--- config.mk ---
export PLATFORM = sky130hd
export DESIGN_NAME = lsu
export DESIGN_NICKNAME = d
export VERILOG_FILES = /design/src/rtl/lsu.sv
export SDC_FILE = /design/constraint.sdc
export NUM_CORES = 1
export LEC_CHECK = 0
export ABC_AREA = 0
export BUFFER_PORTS_ARGS = -buffer_cell sky130_fd_sc_hd__buf_4
export CORE_ASPECT_RATIO = 1.75
export CORE_MARGIN = 2
export CORE_UTILIZATION = 54
export DETAILED_ROUTE_END_ITERATION = 7
export PLACE_DENSITY = 0.9
export SETUP_SLACK_MARGIN = 0.3
export SLEW_MARGIN = 10
export SYNTH_ARGS = -nofsm -noshare
export SYNTH_HDL_FRONTEND = slang
export SYNTH_SLANG_ARGS = --single-unit
--- constraint.sdc ---
create_clock -name clk -period 11.1 [get_ports clk]
set_input_delay 3.33 -clock clk [delete_from_list [all_inputs] [get_ports clk]]
set_output_delay 3.33 -clock clk [all_outputs]
set_load 0.01 [all_outputs]
--- src/rtl/lsu.sv ---
// Load/store unit: one outstanding memory access per instruction, with lane
// steering for stores, sign/zero extension for loads and a 256-cycle bus timeout.
module lsu (
  input  logic        clk,
  input  logic        rst_n,
  input  logic        rd_en,
  input  logic        wr_en,
  input  logic [2:0]  mem_acc_mode,
  input  logic [31:0] addr,
  input  logic [31:0] wdata,
  output logic [31:0] rdata,
  output logic        stall,
  output logic        misalign,
  output logic        bus_err,
  output logic        mem_req,
  output logic        mem_we,
  output logic [31:0] mem_addr,
  output logic [31:0] mem_wdata,
  output logic [3:0]  mem_be,
  input  logic        mem_ack,
  input  logic [31:0] mem_rdata
);

  typedef enum logic [1:0] {
    ST_IDLE = 2'b00,
    ST_BUSY = 2'b01,
    ST_DONE = 2'b10
  } state_t;

  state_t      state_r;
  state_t      state_nxt_s;
  logic [7:0]  cnt_r;
  logic [2:0]  lat_mode_r;
  logic [1:0]  lat_off_r;
  logic [31:0] rdata_r;
  logic        misalign_r;
  logic        bus_err_r;
  logic        mem_req_r;
  logic        mem_we_r;
  logic [31:0] mem_addr_r;
  logic [31:0] mem_wdata_r;
  logic [3:0]  mem_be_r;

  logic req_one_s;
  logic mode_ok_s;
  logic aligned_s;
  logic valid_s;
  logic misaligned_s;
  logic accept_s;
  logic ack_s;
  logic timeout_s;
  logic stall_s;

  function automatic logic [3:0] calc_be(input logic [2:0] mode, input logic [1:0] off);
    logic [3:0] be;
    case (mode)
      3'b000, 3'b011: be = 4'b0001 << off;
      3'b001, 3'b100: be = off[1] ? 4'b1100 : 4'b0011;
      3'b010:         be = 4'b1111;
      default:        be = 4'b0000;
    endcase
    return be;
  endfunction

  function automatic logic [31:0] calc_wdata(input logic [2:0] mode, input logic [31:0] data);
    logic [31:0] d;
    case (mode)
      3'b000:  d = {4{data[7:0]}};
      3'b001:  d = {2{data[15:0]}};
      3'b010:  d = data;
      default: d = 32'h0000_0000;
    endcase
    return d;
  endfunction

  function automatic logic [31:0] load_extend(input logic [2:0] mode, input logic [1:0] off,
                                              input logic [31:0] data);
    logic [7:0]  b;
    logic [15:0] h;
    logic [31:0] r;
    case (off)
      2'b00:   b = data[7:0];
      2'b01:   b = data[15:8];
      2'b10:   b = data[23:16];
      2'b11:   b = data[31:24];
      default: b = 8'h00;
    endcase
    h = off[1] ? data[31:16] : data[15:0];
    case (mode)
      3'b000:  r = {{24{b[7]}}, b};
      3'b001:  r = {{16{h[15]}}, h};
      3'b010:  r = data;
      3'b011:  r = {24'h00_0000, b};
      3'b100:  r = {16'h0000, h};
      default: r = 32'h0000_0000;
    endcase
    return r;
  endfunction

  // Request qualification: exactly one enable, legal mode for the direction, natural alignment
  always_comb begin
    req_one_s = rd_en ^ wr_en;
    if (wr_en) begin
      mode_ok_s = (mem_acc_mode <= 3'b010);
    end else begin
      mode_ok_s = (mem_acc_mode <= 3'b100);
    end
    case (mem_acc_mode)
      3'b001, 3'b100: aligned_s = ~addr[0];
      3'b010:         aligned_s = (addr[1:0] == 2'b00);
      default:        aligned_s = 1'b1;
    endcase
    valid_s      = req_one_s & mode_ok_s & aligned_s;
    misaligned_s = req_one_s & mode_ok_s & ~aligned_s;
  end

  // Next-state and stall decode
  always_comb begin
    state_nxt_s = state_r;
    stall_s     = 1'b0;
    accept_s    = 1'b0;
    ack_s       = 1'b0;
    timeout_s   = 1'b0;
    case (state_r)
      ST_IDLE: begin
        if (valid_s) begin
          accept_s    = 1'b1;
          stall_s     = 1'b1;
          state_nxt_s = ST_BUSY;
        end else begin
          state_nxt_s = ST_IDLE;
        end
      end
      ST_BUSY: begin
        stall_s = 1'b1;
        if (mem_ack) begin
          ack_s       = 1'b1;
          state_nxt_s = ST_DONE;
        end else if (cnt_r == 8'hFF) begin
          timeout_s   = 1'b1;
          state_nxt_s = ST_DONE;
        end else begin
          state_nxt_s = ST_BUSY;
        end
      end
      ST_DONE: state_nxt_s = ST_IDLE;
      default: state_nxt_s = ST_IDLE;
    endcase
  end

  // State register
  always_ff @(posedge clk) begin
    if (!rst_n) begin
      state_r <= ST_IDLE;
    end else begin
      state_r <= state_nxt_s;
    end
  end

  // Request latch, wait counter, response capture and status pulses
  always_ff @(posedge clk) begin
    if (!rst_n) begin
      cnt_r       <= 8'h00;
      lat_mode_r  <= 3'b000;
      lat_off_r   <= 2'b00;
      rdata_r     <= 32'h0000_0000;
      misalign_r  <= 1'b0;
      bus_err_r   <= 1'b0;
      mem_req_r   <= 1'b0;
      mem_we_r    <= 1'b0;
      mem_addr_r  <= 32'h0000_0000;
      mem_wdata_r <= 32'h0000_0000;
      mem_be_r    <= 4'b0000;
    end else begin
      misalign_r <= (state_r == ST_IDLE) && misaligned_s;
      bus_err_r  <= timeout_s;
      if (accept_s) begin
        cnt_r       <= 8'h00;
        lat_mode_r  <= mem_acc_mode;
        lat_off_r   <= addr[1:0];
        mem_req_r   <= 1'b1;
        mem_we_r    <= wr_en;
        mem_addr_r  <= {addr[31:2], 2'b00};
        mem_be_r    <= calc_be(mem_acc_mode, addr[1:0]);
        mem_wdata_r <= calc_wdata(mem_acc_mode, wdata);
      end else if (ack_s) begin
        mem_req_r <= 1'b0;
        if (!mem_we_r) begin
          rdata_r <= load_extend(lat_mode_r, lat_off_r, mem_rdata);
        end
      end else if (timeout_s) begin
        mem_req_r <= 1'b0;
        if (!mem_we_r) begin
          rdata_r <= 32'h0000_0000;
        end
      end else if (state_r == ST_BUSY) begin
        cnt_r <= cnt_r + 8'd1;
      end else begin
        mem_req_r <= 1'b0;
      end
    end
  end

  assign stall     = stall_s & rst_n;
  assign rdata     = rdata_r;
  assign misalign  = misalign_r;
  assign bus_err   = bus_err_r;
  assign mem_req   = mem_req_r;
  assign mem_we    = mem_we_r;
  assign mem_addr  = mem_addr_r;
  assign mem_wdata = mem_wdata_r;
  assign mem_be    = mem_be_r;

endmodule

==> results.json, run 1 <==
{
  "drv_cap": 0,
  "cts_sinks": 117,
  "holdBufCountCts": 0,
  "r2r_slack_ns": 8.46,
  "ir_drop_v": 0.000132,
  "cts.repair.resized": 0,
  "avgSynthCellArea_um2": 8.75,
  "ys.warnings.count": 0,
  "grtUsageTotal_pct": 31.0,
  "endpoint_kind": "output port",
  "ys_seq_elements": 117,
  "max_freq_mhz": 119,
  "synth_compound_area_share_pct": 18.8,
  "via_per_inst": 5.97,
  "finish.utilization_pct": 75.0,
  "row_count": 50,
  "slew_violations": 0,
  "slew_headroom_pct": 24.0,
  "whs_path_depth": 2,
  "worst_pin_slew_ns": 1.14,
  "cts_made_buffers": 17,
  "setup_tns_ns": 0,
  "n_antenna_cell": 0,
  "synth_ff_type": "dfxtp_1",
  "min_to": "mem_wdata[18]",
  "finalHoldViolations": 0,
  "core-area_mm2": 0.0106,
  "nNetsFinal": 951,
  "skew_ns": 0.00792,
  "fin_crit_sh_pct": 75.8,
  "first_pass_iters": 5,
  "drc": 0,
  "grt_pass1_vias": 5780,
  "grt_max_degree": 113,
  "grt_overflow_total": 0,
  "min_from": "mem_wdata[18]",
  "die_h_um": 142,
  "syn-instance-count": 668,
  "synthesis.area_mm2": 0.00585,
  "seq_area_frac_synth_pct": 40.1,
  "cts_tree": "done",
  "antenna_found_initial": 0,
  "die_x_um": 82.7,
  "insertion_delay_ns": 0.41,
  "r2r_start": "state_r[0]",
  "async_reset_ff_share_pct": 0,
  "area_growth_pct": 36.4,
  "place.gp.congestion": 0.883,
  "drive_gt1_share_pct": 31.0,
  "synth_top_family_by_area": "simple AND/OR/NAND/NOR gates",
  "ioPinCount": 209,
  "critPathLaunchType": "input pin",
  "clk_path_buf_depth": 2,
  "r2r-end": "mem_addr[13]",
  "reg2reg_depth": 5,
  "p_per_area_mw_per_mm2": 153,
  "drt_iter0_markers": 323,
  "synth.distinct_cells": 62,
  "clkTransAtPathRegs_ns": 0.05,
  "crit_fanout": 35,
  "synthSimpleGateAreaFrac_pct": 18.9,
  "initial_core_util_pct": 55.0,
  "p_leak_nw": 3.46,
  "rsz0062_at_grt": "false",
  "outcome": "finished clean",
  "h-tree-depth": 4,
  "ant_nets": 0,
  "synthAdderAreaFrac_pct": 0.214,
  "synth_edf_count": 0,
  "synth.mux.area_fraction_pct": 15.9,
  "timing.final.crit_period_ns": 8.41,
  "synth_xor_area_share_pct": 0.599,
  "cp.required_ns": 7.77,
  "finalSetupViolations": 0,
  "io_buffers": 206,
  "vias": 5908,
  "place_hpwl_mm": 12.5,
  "cp.arrival_ns": 5.08,
  "wl_per_cell_um": 18.0,
  "dieArea_mm2": 0.0117,
  "cts_setup_buffers": 0,
  "hold_path.class": "reg2reg",
  "routed_wl_mm": 17.8,
  "crit_type": "in2out",
  "grt_pass1_wl_mm": 28.2,
  "cts-root-buf": "clkbuf_16"
}
==> per-layer routing <==
layer | global-route usage [%] | vias to the layer above | wire length, um
met1 | 33.4 | 2760 | 6270
met3 | 8.97 | 76 | 1420
met2 | 51.5 | 340 | 9180
li1 | - | 2732 | -
met4 | 19.3 | 0 | 950
met5 | 0 | - | 0
==> cells in the mapped netlist (12+ instances only) <==
master     number  share of area [%]
a21oi_1        29                2.5
a22oi_1        16                2.1
clkbuf_1       40                2.6
dfxtp_1       117                 40
inv_1          12               0.77
mux2_2         12                2.3
mux2i_1        77                 13
nand2_1       148                9.5
nand2b_1       13                1.4
nor2_1         13               0.83
nor2b_1        12                1.3
o21ai_0        22                1.9
o2bb2ai_1      25                3.7
==> kinds of logic (layout without fill, tap and decap cells) <==
logic type | count (synthesis) | count (layout)
simple gates | 236 | 236
fa+ha+maj | 1 | 1
flops | 117 | 117
other cells | 1 | 2
mux | 90 | 90
buf+inv | 68 | 258
compound gates | 151 | 151
xor+xnor | 4 | 4
==> cells in the final DEF (no fill, tap or decap), drive strengths merged, types with 8 or more instances in the layout <==
master and instances:
buf 214, nand2 148, dfxtp 117, mux2i 77, a21oi 29, o2bb2ai 25, o21ai 23, clkbuf 21
a22oi 16, nand2b 13, nor2 13, inv 12, nor2b 12, mux2 12, a22o 8, and2 8
==> report_power, final <==
part           switching (W)  internal (W)  leakage (nW)
combinational       0.000105     0.0000983          2.22
clock               0.000194      0.000371         0.288
sequential         0.0000149      0.000439         0.948
total               0.000314      0.000908          3.46
==> worst max-delay path: stages <==
cell	delay, ns
buf_4	0.29
nor2b_1	0.22
a32o_1	0.36
or4_1	0.43
a21oi_1	0.26
buf_4	0.17
==> sequential cells by signal, summed over array words and instances (netlist names) <==
signal	cells
bus_err	1
cnt_r	8
lat_mode_r	3
lat_off_r	2
mem_addr	30
mem_be	4
mem_req	1
mem_wdata	32
mem_we	1
misalign	1
rdata	32
state_r	2
==> metrics by stage <==
stage	std cells	hold WS [ns]	worst slack [ns]	power [W]	instance area, um^2
floorplan	669	0.452	2.78	0.000580	5850
CTS	989	0.459	2.67	0.00122	7980
detailed placement	957	0.448	2.69	0.000661	7360
global route	989	0.478	2.58	0.00127	7980
finish	989	0.458	2.69	0.00122	7980
global placement	957	0.442	2.71	0.000655	7360
==> worst max path at each step <==
| stage | start | endpoint | cells past startpoint |
|---|---|---|---|
| 2_1_floorplan | mem_acc_mode[1] | stall | 8 |
| 3_3_place_gp | mem_acc_mode[1] | stall | 6 |
| 3_5_place_dp | mem_acc_mode[1] | stall | 6 |
| 4_1_cts | mem_acc_mode[1] | stall | 6 |
| 5_1_grt | mem_acc_mode[1] | stall | 6 |
| 6_report | mem_acc_mode[1] | stall | 6 |
==> final cells by class <==
class / instances / area (um^2)
clock inverter: 11 / 150
inverter: 12 / 45.0
clock buffer: 21 / 470
sequential: 117 / 2340
tap: 130 / 163
multi-input combinational: 484 / 3200
fill: 768 / 2660
timing repair buffer: 214 / 1610
(Power assumes the default switching activity.)
==> run 2, diff against run 1 <==
Settings changed: ABC_AREA 0 to 1, CORE_UTILIZATION 54 to 46, PLACE_DENSITY 0.9 to 0.81.
Clock period 11.1 ns to 7 ns, I/O delays scaled along.
==> results.json, run 2 <==
{
  "critPathSlowestCell": "nand3b_4",
  "synth_commonest_cells": "nand2_1, nand3_1, nor2_1, dfxtp_1, a21oi_1",
  "place_ws_ns": 1.22,
  "drive_gt1_share_pct": 22.9,
  "initial_core_util_pct": 46.7,
  "placed_area_mm2": 0.00750,
  "crit_cells": 8,
  "finalHoldViolations": 0,
  "comb_power_share_pct": 20.5,
  "h-tree-depth": 4,
  "setup_tns_ns": 0,
  "crit_start": "mem_acc_mode[1]",
  "row_count": 55,
  "outcome": "finished clean",
  "io_buffers": 206,
  "nNetsFinal": 1205,
  "grt_overflow_total": 0,
  "stdcell_count": 1284,
  "crit_end": "stall",
  "critPathLaunchType": "input pin",
  "ir_drop_v": 0.000171,
  "p_seq_share_pct": 36.3,
  "synth_top_area_share_pct": 39.2,
  "p_sw_share_pct": 30.0,
  "fin_crit_sh_pct": 82.2,
  "synth_area_leaders": "dfxtp_1, nand2_1, nand3_1",
  "ant_nets": 0,
  "via_per_inst": 5.14,
  "area_growth_pct": 35.3,
  "synth_most_common_cell": "nand2_1",
  "first_pass_iters": 7,
  "clk_path_buf_depth": 2,
  "drv_cap": 0,
  "p_per_area_mw_per_mm2": 248,
  "cp_cell_sequence": "buf_4 -> nor2_4 -> nand2_2 -> nand3_1 -> nand3b_4 -> nand2_1 -> a21oi_1 -> buf_4",
  "seq_area_frac_synth_pct": 39.2,
  "insertion_delay_ns": 0.41,
  "p_leak_nw": 3.95,
  "synth_compound_area_share_pct": 6.92,
  "core-area_mm2": 0.0128,
  "intPower_w": 0.00141,
  "async_reset_ff_share_pct": 0,
  "grt_max_degree": 97,
  "place_hpwl_mm": 13.6,
  "clkTransAtPathRegs_ns": 0.05,
  "synth_ff_type": "dfxtp_1",
  "vias": 6602,
  "skew_ns": 0.0100,
  "reg2reg_depth": 7,
  "cts.repair.resized": 0,
  "crit_type": "in2out",
  "fin_hold_ws_ns": 0.463,
  "synth_top_family_by_area": "simple AND/OR/NAND/NOR gates",
  "critPathBufInv": 2,
  "max_stage_delay_ns": 0.43,
  "slew_violations": 0,
  "ys.warnings.count": 0,
  "r2r-end": "rdata[7]",
  "endpoint_kind": "output port",
  "drc": 0,
  "synth_edf_count": 0,
  "synthAdderAreaFrac_pct": 0.209,
  "die_h_um": 155,
  "timing.final.crit_period_ns": 5.75,
  "cp.required_ns": 4.90,
  "cp_common_cell": "buf_4",
  "dieArea_mm2": 0.0140,
  "final_cell_mix": "nand2_1, buf_4, nand3_1, nor2_1, dfxtp_1",
  "synth.mux.area_fraction_pct": 0,
  "cts_setup_buffers": 0,
  "cts-root-buf": "clkbuf_16",
  "r2r_slack_ns": 4.48,
  "ioPinCount": 209,
  "p_sw_w": 0.000602,
  "cts_made_buffers": 17,
  "pwr-share-clk_pct": 43.3,
  "synth_xor_area_share_pct": 0.879,
  "synthesis.area_mm2": 0.00598,
  "syn-instance-count": 924,
  "place.gp.congestion": 0.986,
  "r2r_start": "lat_off_r[0]",
  "hold_path.class": "reg2reg",
  "grt_pass1_vias": 6121,
  "synthSimpleGateAreaFrac_pct": 44.6,
  "n_antenna_cell": 0,
  "final_common_cell": "nand2_1",
  "grtUsageTotal_pct": 26.8,
  "routed_wl_mm": 19.0,
  "antenna_found_initial": 0,
  "holdBufCountCts": 0,
  "cts_sinks": 117,
  "avgSynthCellArea_um2": 6.47,
  "finalSetupViolations": 0,
  "fin_ws_ns": 1.25,
  "wl_per_cell_um": 14.8,
  "place_inst": 1252,
  "cts_tree": "done",
  "rsz0062_at_grt": "false",
  "max_freq_mhz": 174,
  "drt_iter0_markers": 413,
  "slew_headroom_pct": 36.1,
  "cpLargestDelayFamily": "simple AND/OR/NAND/NOR gates",
  "ys_seq_elements": 117,
  "crit_fanout": 46,
  "synth.distinct_cells": 32,
  "die_x_um": 90.2,
  "worst_pin_slew_ns": 0.958,
  "grt_pass1_wl_mm": 30.1,
  "final_area_mm2": 0.00809,
  "synth_largest_area_cell": "dfxtp_1",
  "cp.arrival_ns": 3.65
}
run 2: power groups by stage:
stage,clock network [W],registers (W),logic [W]
finish,0.000869,0.000729,0.000411
global route,0.000911,0.000734,0.000456
CTS,0.000880,0.000729,0.000409
global placement,0,0.000742,0.000404
detailed placement,0,0.000743,0.000407
floorplan,0,0.000755,0.000238
run 2: layer usage:
layer  vias to the layer above  global-route usage [%]  share of wire [%]
li1                       3309                       -                  -
met5                         -                       0                  0
met1                      2963                    28.6                 36
met4                         0                    14.8                5.1
met2                       270                    48.5                 52
met3                        60                    6.09                6.7
run 2: tightest hold or removal path: cells and delay by family (launching register included):
family / cells / cell delay [ns]
compound gates: 1 / 0.05
flops: 1 / 0.30
simple gates: 1 / 0.06
run 2: through the flow:
| step | total power [W] | utilization [%] |
|---|---|---|
| global placement | 0.00115 | 58.6 |
| CTS | 0.00202 | 63.2 |
| finish | 0.00201 | 63.2 |
| global route | 0.00210 | 63.2 |
| detailed placement | 0.00115 | 58.6 |
| floorplan | 0.000994 | - |
run 2: cell type report:
| type | count | area (um^2) |
|---|---|---|
| fillers | 1218 | 4710 |
| multi-input cells | 700 | 3160 |
| flip-flops and latches | 117 | 2340 |
| repair buffers | 213 | 1600 |
| clock buffers | 18 | 439 |
| well taps | 171 | 214 |
| inverters | 51 | 191 |
| clock inverters | 14 | 150 |
run 2: cell families (layout without fill, tap and decap cells):
kind of cell	count (synthesis)	after routing
xor gates and xnor gates	6	6
AOI/OAI and AO/OA	80	80
adders and majority gates	1	1
DFF	117	117
other	1	2
buffers and inverters	108	296
and+or+nand+nor	611	611
run 2: how the worst min path moves through the flow:
stage | startpoint | to | cells after the start
after floorplan | cnt_r[7] | cnt_r[7] | 2
after detailed placement | cnt_r[7] | cnt_r[7] | 2
final | cnt_r[7] | cnt_r[7] | 2
after global placement | rdata[26] | rdata[26] | 2
after global routing | cnt_r[7] | cnt_r[7] | 2
after CTS | cnt_r[7] | cnt_r[7] | 2
